===== src/rtl/regfile_scoreboard_if.sv =====
// Bus between the decode/writeback stages and the register file with its busy scoreboard.
// Decode and writeback take the master side; the register file takes the slave side.
interface regfile_scoreboard_if #(
    parameter int DATA_WIDTH = 32,
    parameter int ADDR_WIDTH = 5
);
    logic                  ctrl_writeEnable;
    logic [ADDR_WIDTH-1:0] ctrl_writeReg;
    logic [DATA_WIDTH-1:0] data_writeReg;
    logic [ADDR_WIDTH-1:0] ctrl_readRegA;
    logic [ADDR_WIDTH-1:0] ctrl_readRegB;
    logic [DATA_WIDTH-1:0] data_readRegA;
    logic [DATA_WIDTH-1:0] data_readRegB;
    logic                  ctrl_issueEnable;
    logic [ADDR_WIDTH-1:0] ctrl_issueReg;
    logic                  ctrl_flush;
    logic                  data_busyA;
    logic                  data_busyB;
    logic [ADDR_WIDTH:0]   data_busyCount;

    modport master (
        output ctrl_writeEnable, ctrl_writeReg, data_writeReg,
        output ctrl_readRegA, ctrl_readRegB,
        output ctrl_issueEnable, ctrl_issueReg, ctrl_flush,
        input  data_readRegA, data_readRegB, data_busyA, data_busyB, data_busyCount
    );

    modport slave (
        input  ctrl_writeEnable, ctrl_writeReg, data_writeReg,
        input  ctrl_readRegA, ctrl_readRegB,
        input  ctrl_issueEnable, ctrl_issueReg, ctrl_flush,
        output data_readRegA, data_readRegB, data_busyA, data_busyB, data_busyCount
    );
endinterface


===== src/rtl/regfile_scoreboard.sv =====
// Parametrised register file (2 async read ports, 1 sync write port) with optional
// write-to-read bypass and a per-register busy scoreboard for hazard detection.
module regfile_scoreboard #(
    parameter int DATA_WIDTH = 32,
    parameter int ADDR_WIDTH = 5,
    parameter int BYPASS     = 1,
    parameter int ZERO_REG   = 1
) (
    input logic                 clock,
    input logic                 ctrl_reset_n,
    regfile_scoreboard_if.slave bus
);
    localparam int DEPTH = 1 << ADDR_WIDTH;
    localparam int CW    = ADDR_WIDTH + 1;

    logic [DATA_WIDTH-1:0] regs [DEPTH];
    logic [DEPTH-1:0]      busy;
    logic [DEPTH-1:0]      busy_next;
    logic [CW-1:0]         busy_count;
    logic [CW-1:0]         count_next;
    logic                  write_ok;
    logic                  issue_ok;

    always_comb begin
        write_ok = bus.ctrl_writeEnable && !((ZERO_REG != 0) && (bus.ctrl_writeReg == '0));
        issue_ok = bus.ctrl_issueEnable && !((ZERO_REG != 0) && (bus.ctrl_issueReg == '0));
    end

    // Issue is applied after the write clear so a same-register issue wins; flush beats both.
    always_comb begin
        busy_next = busy;
        if (write_ok) busy_next[bus.ctrl_writeReg] = 1'b0;
        if (issue_ok) busy_next[bus.ctrl_issueReg] = 1'b1;
        if (bus.ctrl_flush) busy_next = '0;
        if (ZERO_REG != 0) busy_next[0] = 1'b0;
        count_next = '0;
        for (int i = 0; i < DEPTH; i++) begin
            count_next = count_next + CW'(busy_next[i]);
        end
    end

    always_ff @(posedge clock or negedge ctrl_reset_n) begin
        if (!ctrl_reset_n) begin
            for (int i = 0; i < DEPTH; i++) begin
                regs[i] <= '0;
            end
        end else if (write_ok) begin
            regs[bus.ctrl_writeReg] <= bus.data_writeReg;
        end
    end

    always_ff @(posedge clock or negedge ctrl_reset_n) begin
        if (!ctrl_reset_n) begin
            busy       <= '0;
            busy_count <= '0;
        end else begin
            busy       <= busy_next;
            busy_count <= count_next;
        end
    end

    // A write landing this cycle both forwards its data and retires the pending producer.
    always_comb begin
        bus.data_readRegA = regs[bus.ctrl_readRegA];
        bus.data_busyA    = busy[bus.ctrl_readRegA];
        if ((BYPASS != 0) && write_ok && (bus.ctrl_writeReg == bus.ctrl_readRegA)) begin
            bus.data_readRegA = bus.data_writeReg;
            bus.data_busyA    = 1'b0;
        end
        if ((ZERO_REG != 0) && (bus.ctrl_readRegA == '0)) begin
            bus.data_readRegA = '0;
            bus.data_busyA    = 1'b0;
        end
    end

    always_comb begin
        bus.data_readRegB = regs[bus.ctrl_readRegB];
        bus.data_busyB    = busy[bus.ctrl_readRegB];
        if ((BYPASS != 0) && write_ok && (bus.ctrl_writeReg == bus.ctrl_readRegB)) begin
            bus.data_readRegB = bus.data_writeReg;
            bus.data_busyB    = 1'b0;
        end
        if ((ZERO_REG != 0) && (bus.ctrl_readRegB == '0)) begin
            bus.data_readRegB = '0;
            bus.data_busyB    = 1'b0;
        end
    end

    assign bus.data_busyCount = busy_count;
endmodule


===== src/flat_wrapper.sv =====
// flat-port wrapper written by rule: the top's interface ports become plain ports
module regfile_scoreboard_flat 
#(
    parameter int DATA_WIDTH = 32,
    parameter int ADDR_WIDTH = 5,
    parameter int BYPASS     = 1,
    parameter int ZERO_REG   = 1
)
  (clock, ctrl_reset_n, bus_ctrl_writeEnable, bus_ctrl_writeReg, bus_data_writeReg, bus_ctrl_readRegA, bus_ctrl_readRegB, bus_ctrl_issueEnable, bus_ctrl_issueReg, bus_ctrl_flush, bus_data_readRegA, bus_data_readRegB, bus_data_busyA, bus_data_busyB, bus_data_busyCount);
  regfile_scoreboard_if #(.DATA_WIDTH(DATA_WIDTH), .ADDR_WIDTH(ADDR_WIDTH)) bus_i ();
  input logic clock;
  input logic ctrl_reset_n;
  input wire logic [$bits(bus_i.ctrl_writeEnable)-1:0] bus_ctrl_writeEnable;
  input wire logic [$bits(bus_i.ctrl_writeReg)-1:0] bus_ctrl_writeReg;
  input wire logic [$bits(bus_i.data_writeReg)-1:0] bus_data_writeReg;
  input wire logic [$bits(bus_i.ctrl_readRegA)-1:0] bus_ctrl_readRegA;
  input wire logic [$bits(bus_i.ctrl_readRegB)-1:0] bus_ctrl_readRegB;
  input wire logic [$bits(bus_i.ctrl_issueEnable)-1:0] bus_ctrl_issueEnable;
  input wire logic [$bits(bus_i.ctrl_issueReg)-1:0] bus_ctrl_issueReg;
  input wire logic [$bits(bus_i.ctrl_flush)-1:0] bus_ctrl_flush;
  output wire logic [$bits(bus_i.data_readRegA)-1:0] bus_data_readRegA;
  output wire logic [$bits(bus_i.data_readRegB)-1:0] bus_data_readRegB;
  output wire logic [$bits(bus_i.data_busyA)-1:0] bus_data_busyA;
  output wire logic [$bits(bus_i.data_busyB)-1:0] bus_data_busyB;
  output wire logic [$bits(bus_i.data_busyCount)-1:0] bus_data_busyCount;
  assign bus_i.ctrl_writeEnable = bus_ctrl_writeEnable;
  assign bus_i.ctrl_writeReg = bus_ctrl_writeReg;
  assign bus_i.data_writeReg = bus_data_writeReg;
  assign bus_i.ctrl_readRegA = bus_ctrl_readRegA;
  assign bus_i.ctrl_readRegB = bus_ctrl_readRegB;
  assign bus_i.ctrl_issueEnable = bus_ctrl_issueEnable;
  assign bus_i.ctrl_issueReg = bus_ctrl_issueReg;
  assign bus_i.ctrl_flush = bus_ctrl_flush;
  assign bus_data_readRegA = bus_i.data_readRegA;
  assign bus_data_readRegB = bus_i.data_readRegB;
  assign bus_data_busyA = bus_i.data_busyA;
  assign bus_data_busyB = bus_i.data_busyB;
  assign bus_data_busyCount = bus_i.data_busyCount;
  regfile_scoreboard #(.DATA_WIDTH(DATA_WIDTH), .ADDR_WIDTH(ADDR_WIDTH), .BYPASS(BYPASS), .ZERO_REG(ZERO_REG)) u_core (.clock(clock), .ctrl_reset_n(ctrl_reset_n), .bus(bus_i));
endmodule

===== config.mk =====
export PLATFORM = sky130hd
export DESIGN_NAME = regfile_scoreboard_flat
export DESIGN_NICKNAME = d
export VERILOG_FILES = /design/src/rtl/regfile_scoreboard_if.sv /design/src/rtl/regfile_scoreboard.sv /design/src/flat_wrapper.sv
export SDC_FILE = /design/constraint.sdc
export NUM_CORES = 2
export LEC_CHECK = 0
export BUFFER_PORTS_ARGS = -buffer_cell sky130_fd_sc_hd__buf_2
export CORE_UTILIZATION = 57
export DETAILED_ROUTE_END_ITERATION = 10
export PLACE_DENSITY = 0.82
export SYNTH_ARGS = -nofsm -noshare
export SYNTH_HDL_FRONTEND = slang
export SYNTH_SLANG_ARGS = --single-unit

===== constraint.sdc =====
create_clock -name clock -period 5.1 [get_ports clock]
set_input_delay 1.02 -clock clock [delete_from_list [all_inputs] [get_ports clock]]
set_output_delay 1.02 -clock clock [all_outputs]
set_load 0.01 [all_outputs]

### After elaboration in Yosys (flattened, before gate mapping)

Index checks and enable logic that the tools add are counted.

| word-level totals | value |
|---|---|
| latch bits | 0 |
| bits of input ports | 57 |
| bits in writable memories | 0 |
| flip-flop bits (word level) | 1061 |
| memory bits (read-only) | 0 |
| memories | 0 |
| output and inout port bits | 72 |
| word-level logic and storage cells | 123 |

| cells by class | value |
|---|---|
| reduce and logical (&&, ||, !) cells | 13 |
| $add $sub $neg | 30 |
| div/mod/pow operators | 0 |
| muxes and demuxes | 28 |
| equality and inequality tests | 2 |
| $mul | 0 |
| order comparisons | 10 |
| shift-type cells | 0 |
| bitwise gates (word level) | 6 |

Operators by type and width:

| operator | number |
|---|---|
| $bwmux 1024 | 1 |
| $mux 32 | 12 |
| $bmux 32 s5 | 2 |
| $add 6x1->6 | 29 |
| $demux 32 s5 | 1 |
| $and 32x32->32 | 1 |
| $not 32->32 | 1 |
| $or 32x32->32 | 1 |
| $lt 5x6->1 const B | 4 |
| $logic_not 5->1 | 4 |
| $ge 6x6->1 const B | 3 |
| $not 5->6 | 3 |
| $bmux 1 s5 | 2 |
| $demux 1 s5 | 2 |
| $eq 5x5->1 | 2 |
| $ge 5x1->1 const B | 2 |
| $mux 1 | 8 |
| $logic_and 1x1->1 | 7 |
| $lt 6x1->1 const B | 1 |
| $add 1x1->2 | 1 |
| $logic_not 1->1 | 2 |

### Longest topological paths before layout

| logic depth | value |
|---|---|
| depth after elaboration | 40 |
| gate-level depth with buffers | 24 |
| gate-level depth less buffers | 22 |

### Worst setup path before layout

OpenSTA, ideal clock, no wires.

| timing | value |
|---|---|
| path kind | input port to flip-flop |
| start | input port bus_ctrl_writeReg[4] |
| end | register u_core.busy_count[4], in the netlist u_core.bus.data_busyCount[4] |
| setup time | 0.123 ns |
| arrival time | 6.301 ns |
| data required time | 4.977 ns |
| stages on the path | 22 |
| path buffers | 2 |
| slack | -1.323 ns |
| cell sequence | buf_2 > nor3_1 > nand2_1 > buf_1 > a32oi_1 > nor2_1 > ha_1 > inv_1 > fa_1 > fa_1 > fa_1 > fa_1 > fa_1 > inv_1 > fa_1 > ha_1 > inv_1 > fa_1 > inv_1 > a21o_1 > a21oi_1 > xnor2_1 |

| between the ends | value |
|---|---|
| cells in the longest elaborated chain, start to end | 40 |
| elaborated cells between the ends (all ways) | 44 |
| those cells by class | 30 x add/sub; 2 x order compare; 5 x mux; 3 x bitwise; 4 x reduce/logical |

Ends and longest elaborated chain:

| what | RTL line | source |
|---|---|---|
| start: declaration | flat_wrapper.sv:14 | `input wire logic [$bits(bus_i.ctrl_writeReg)-1:0] bus_ctrl_writeReg;` |
| $lt 5x6->1 (implied by the code) or $ge 5x1->1 (tied branches) | regfile_scoreboard.sv:32 | `if (write_ok) busy_next[bus.ctrl_writeReg] = 1'b0;` |
| $logic_and 1x1->1 (implied by the code) | regfile_scoreboard.sv:32 |  |
| $mux 1 (implied by the code) | regfile_scoreboard.sv:32 |  |
| $demux 1 s5 | -- |  |
| $not 32->32 (no source line) | -- |  |
| $and 32x32->32 (no source line) | -- |  |
| $mux 32 (*) | regfile_scoreboard.sv:32 |  |
| $or 32x32->32 (no source line) | -- |  |
| $mux 32 (*) | regfile_scoreboard.sv:33 | `if (issue_ok) busy_next[bus.ctrl_issueReg] = 1'b1;` |
| $mux 32 (*) | regfile_scoreboard.sv:34 | `if (bus.ctrl_flush) busy_next = '0;` |
| net u_core.busy_next[1] | regfile_scoreboard.sv:18 | `logic [DEPTH-1:0] busy_next;` |
| $add 1x1->2 (*) | regfile_scoreboard.sv:38 | `count_next = count_next + CW'(busy_next[i]);` |
| $add 6x1->6 (*) (29 in a row) | regfile_scoreboard.sv:38 |  |
| net u_core.count_next[4] | regfile_scoreboard.sv:20 | `logic [CW-1:0] count_next;` |
| end signal: assignment | regfile_scoreboard.sv:58 | `busy_count <= count_next;` |
| end: declaration | regfile_scoreboard.sv:19 | `logic [CW-1:0] busy_count;` |

Mark *: on every way through the listed nets, which the timed path passes. The rest lies on a longest branch.
A chain may end at the register's enable or synchronous reset.

### Final worst setup path

| timing | value |
|---|---|
| start | input port bus_ctrl_writeReg[3] |
| end | register u_core.busy_count[4], in the netlist u_core.bus.data_busyCount[4] |

The elaborated chain is that of the path after synthesis.

==> impl_metrics.toml <==
[run_status]
status = "finished with violations"
failed_checks = "setup timing"

[setup_path]
crit_path_frequent_cell = "fa_1"
reg2reg_to = "u_core.bus.data_busyCount[4]$_DFF_PN0_"
required_ns = 5.69
reg2reg_slack_ns = 0.01
worstPathArrival_ns = 6.03
path_class = "input pin to flop"
critical-path-max-stage-delay_ns = 0.54
crit_chain = "buf_8 -> nor3_4 -> nand2_2 -> a32oi_1 -> nor2_1 -> ha_1 -> inv_1 -> fa_1 -> fa_1 -> fa_1 -> fa_1 -> fa_1 -> inv_2 -> fa_1 -> ha_4 -> inv_4 -> fa_2 -> inv_1 -> a21o_1 -> a21oi_2 -> xnor2_1"
crit_path_start_kind = "input pin"
reg2reg_depth = 18
critPathSlowestCell = "fa_1"
cp-end-kind = "flop"
cp_max_fo = 3
worstReg2RegStart = "u_core.busy[1]$_DFF_PN0_"

[synthesis]
ys_types = 59
synth_top_area_share_pct = 45.9
synthFlopType = "dfrtp_1"
synth_largest_area_cell = "dfrtp_1"
synthArstFlopShare_pct = 100
seq_area_frac_synth_pct = 45.9
synth.avg_cell_area_um2 = 14.5
syn_area_um2 = 57800
syn_nets = 4088
synth_area_leaders = "dfrtp_1 (46%), mux4_2 (18%), mux2_2 (16%)"
syn_inst = 3999
ys_ff_latch = 1061
synth_edf_count = 0
yosysWarnings = 0

[grt]
grt_max_degree = 122
grt_busiest_layer = "met2"
grt_overflow = 0
gr-usage-met3_pct = 10.3
grt_antenna_before_repair = 15
gr-usage-met1_pct = 45.8
grt_pass1_wl_mm = 268
grt_usage_pct = 35.6
met2_usage_pct = 54.0
grt_pass1_vias = 41100

[placement]
port_buffers = 128
place_congestion = 0.892
place_area_um2 = 60500
post-dp-hpwl_mm = 106

[clocking]
clock-sinks = 1061
ctsHtreeMaxLevel = 3
cts-root-buf = "clkbuf_16"
clk_pin_slew_ns = 0.06
clock_path_buffers = 3
clock_latency_ns = 0.70
cts_buffers = 109
cts_tree = "yes"

[route]
wl_per_cell_um = 33.1
vias_per_cell = 7.30
num_vias = 39900
drt_iter0_drc = 4629
drc = 0
ant_nets = 0
wl_mm = 181
first_pass_iters = 5

[floorplan]
start_util_pct = 57.6
std_cell_rows = 116
die_h_um = 320
pin_count = 129
dieArea_um2 = 103000
dieWidth_um = 320
core_area_um2 = 100000

[cells_and_area]
mostFrequentLayoutCells = "dfrtp_1 (1,061), mux2_2 (815), mux4_2 (457), mux2_1 (201), buf_4 (192)"
final.fill_count = 6927
final_nets = 4106
final_layout_size_suffix_gt1_share_pct = 45.7
regArea_um2 = 26600
syn2layout_area_growth_pct = 11.5
final_common_cell = "dfrtp_1"
design_area_um2 = 64400
multiInputGateArea_um2 = 29300

[sta]
fin_worst_skew_ns = 0.0117
timing.final.crit_share_pct = 107
period_minus_slack_ns = 5.44
final_max_slew_viol_count = 0
tightest_slew_ns = 1.12
relSlewSlack_pct = 25.3
setup_slack_ns = -0.338
setup_viol = 5
rsz0062_at_grt = "true"
fin_worst_hold_slack_ns = 0.378
max_clock_freq_mhz = 184
finalHoldViolations = 0

[hold_path]
hold_class = "input pin to async pin"

[job]
drv_cap = 0

[power]
ir_drop_mv = 0.315
p_leak_nw = 28.3
powerDensity_nw_per_um2 = 381
[where the power goes]
group | internal, mW | switching, mW | total, mW
combinational | 2.89 | 2.14 | 5.03
clock | 4.94 | 3.44 | 8.38
sequential | 9.97 | 1.19 | 11.2
total | 17.8 | 6.77 | 24.6
[sequential cells by signal, summed over array words and instances, names as in the netlist]
register                   count
u_core.bus.data_busyCount      6
u_core.busy                   31
u_core.regs                 1024
[how the worst max path moves through the flow]
stage,startpoint,end,slack [ns],cells after the start
floorplan,bus_ctrl_writeReg[2],u_core.bus.data_busyCount[4]$_DFF_PN0_,-0.93,22
finish,bus_ctrl_writeReg[3],u_core.bus.data_busyCount[4]$_DFF_PN0_,-0.34,21
detailed placement,bus_ctrl_writeReg[3],u_core.bus.data_busyCount[4]$_DFF_PN0_,-1.05,21
global placement,bus_ctrl_writeReg[3],u_core.bus.data_busyCount[4]$_DFF_PN0_,-0.97,21
CTS,bus_ctrl_writeReg[3],u_core.bus.data_busyCount[4]$_DFF_PN0_,-0.25,21
global route,bus_ctrl_writeReg[3],u_core.bus.data_busyCount[4]$_DFF_PN0_,-0.45,21
[per-layer routing]
layer / wire, um / part of all wire (%) / up-vias
met2: 82700 / 46 / 2634
met5: 122 / 0.068 / -
met3: 20300 / 11 / 782
met4: 12000 / 6.7 / 20
li1: - / - / 15400
met1: 65600 / 36 / 21000
[layout make-up]
cell class                 count  share of cell area (%)
multi-input combinational   2444                    45.4
sequential                  1061                    41.2
clock buffer                 165                    4.98
timing repair buffer         360                    4.67
tap                         1357                    2.64
clock inverter                34                   0.790
inverter                      41                   0.243
antenna                        5                  0.0194
[kinds of logic after synthesis]
kind of cell               after synthesis  share of synthesized area (%)
adders and majority gates               32                          0.992
DFF                                   1061                           45.9
buffers and inverters                  494                           3.90
xor gates and xnor gates                13                          0.197
AOI/OAI and AO/OA                      428                           5.50
and+or+nand+nor                        311                           2.62
muxes                                 1660                           40.8
[stage by stage]
step	utilization (%)	setup TNS, ns	instances	setup WS, ns	total power [mW]
floorplan	-	-4.23	3999	-0.933	14.5
global placement	60.4	-4.64	5255	-0.973	15.8
detailed placement	60.4	-5.03	5255	-1.05	16.2
CTS	64.2	-0.782	5461	-0.254	24.5
global route	64.2	-1.83	5464	-0.452	25.4
finish	64.2	-1.25	5467	-0.338	24.6
[cells in the mapped netlist, drive strengths merged, types with 10 or more instances]
| library cell | number |
|---|---|
| nor2 | 76 |
| nor3 | 19 |
| nand3 | 18 |
| buf | 228 |
| nand2b | 33 |
| inv | 41 |
| a21oi | 48 |
| nand4 | 11 |
| fa | 23 |
| a32oi | 20 |
| a32o | 15 |
| o22ai | 78 |
| nand2 | 94 |
| mux2 | 1016 |
| clkbuf | 225 |
| a21o | 18 |
| o21ai | 29 |
| xnor2 | 10 |
| a22oi | 55 |
| a221o | 15 |
| o31ai | 19 |
| mux2i | 187 |
| nor2b | 11 |
| o221ai | 11 |
| mux4 | 457 |
| o21a | 17 |
| a221oi | 57 |
| dfrtp | 1061 |
| or2 | 10 |
| a211oi | 26 |
[critical path: cells and delay by family]
family          cells  cell delay [ns]
compound gates      3             0.34
buf+inv             5             0.30
xor+xnor            1             0.12
simple gates        3             0.41
fa+ha+maj           9             3.81
[timing repair]
item | CTS | global route
endpoints found under the setup margin | 5 | 5
hold buffers | 0 | 0
pin swaps | 9 | 3
setup buffers | 7 | 2
gates resized for setup | 22 | 8
(Power assumes the default switching activity.)
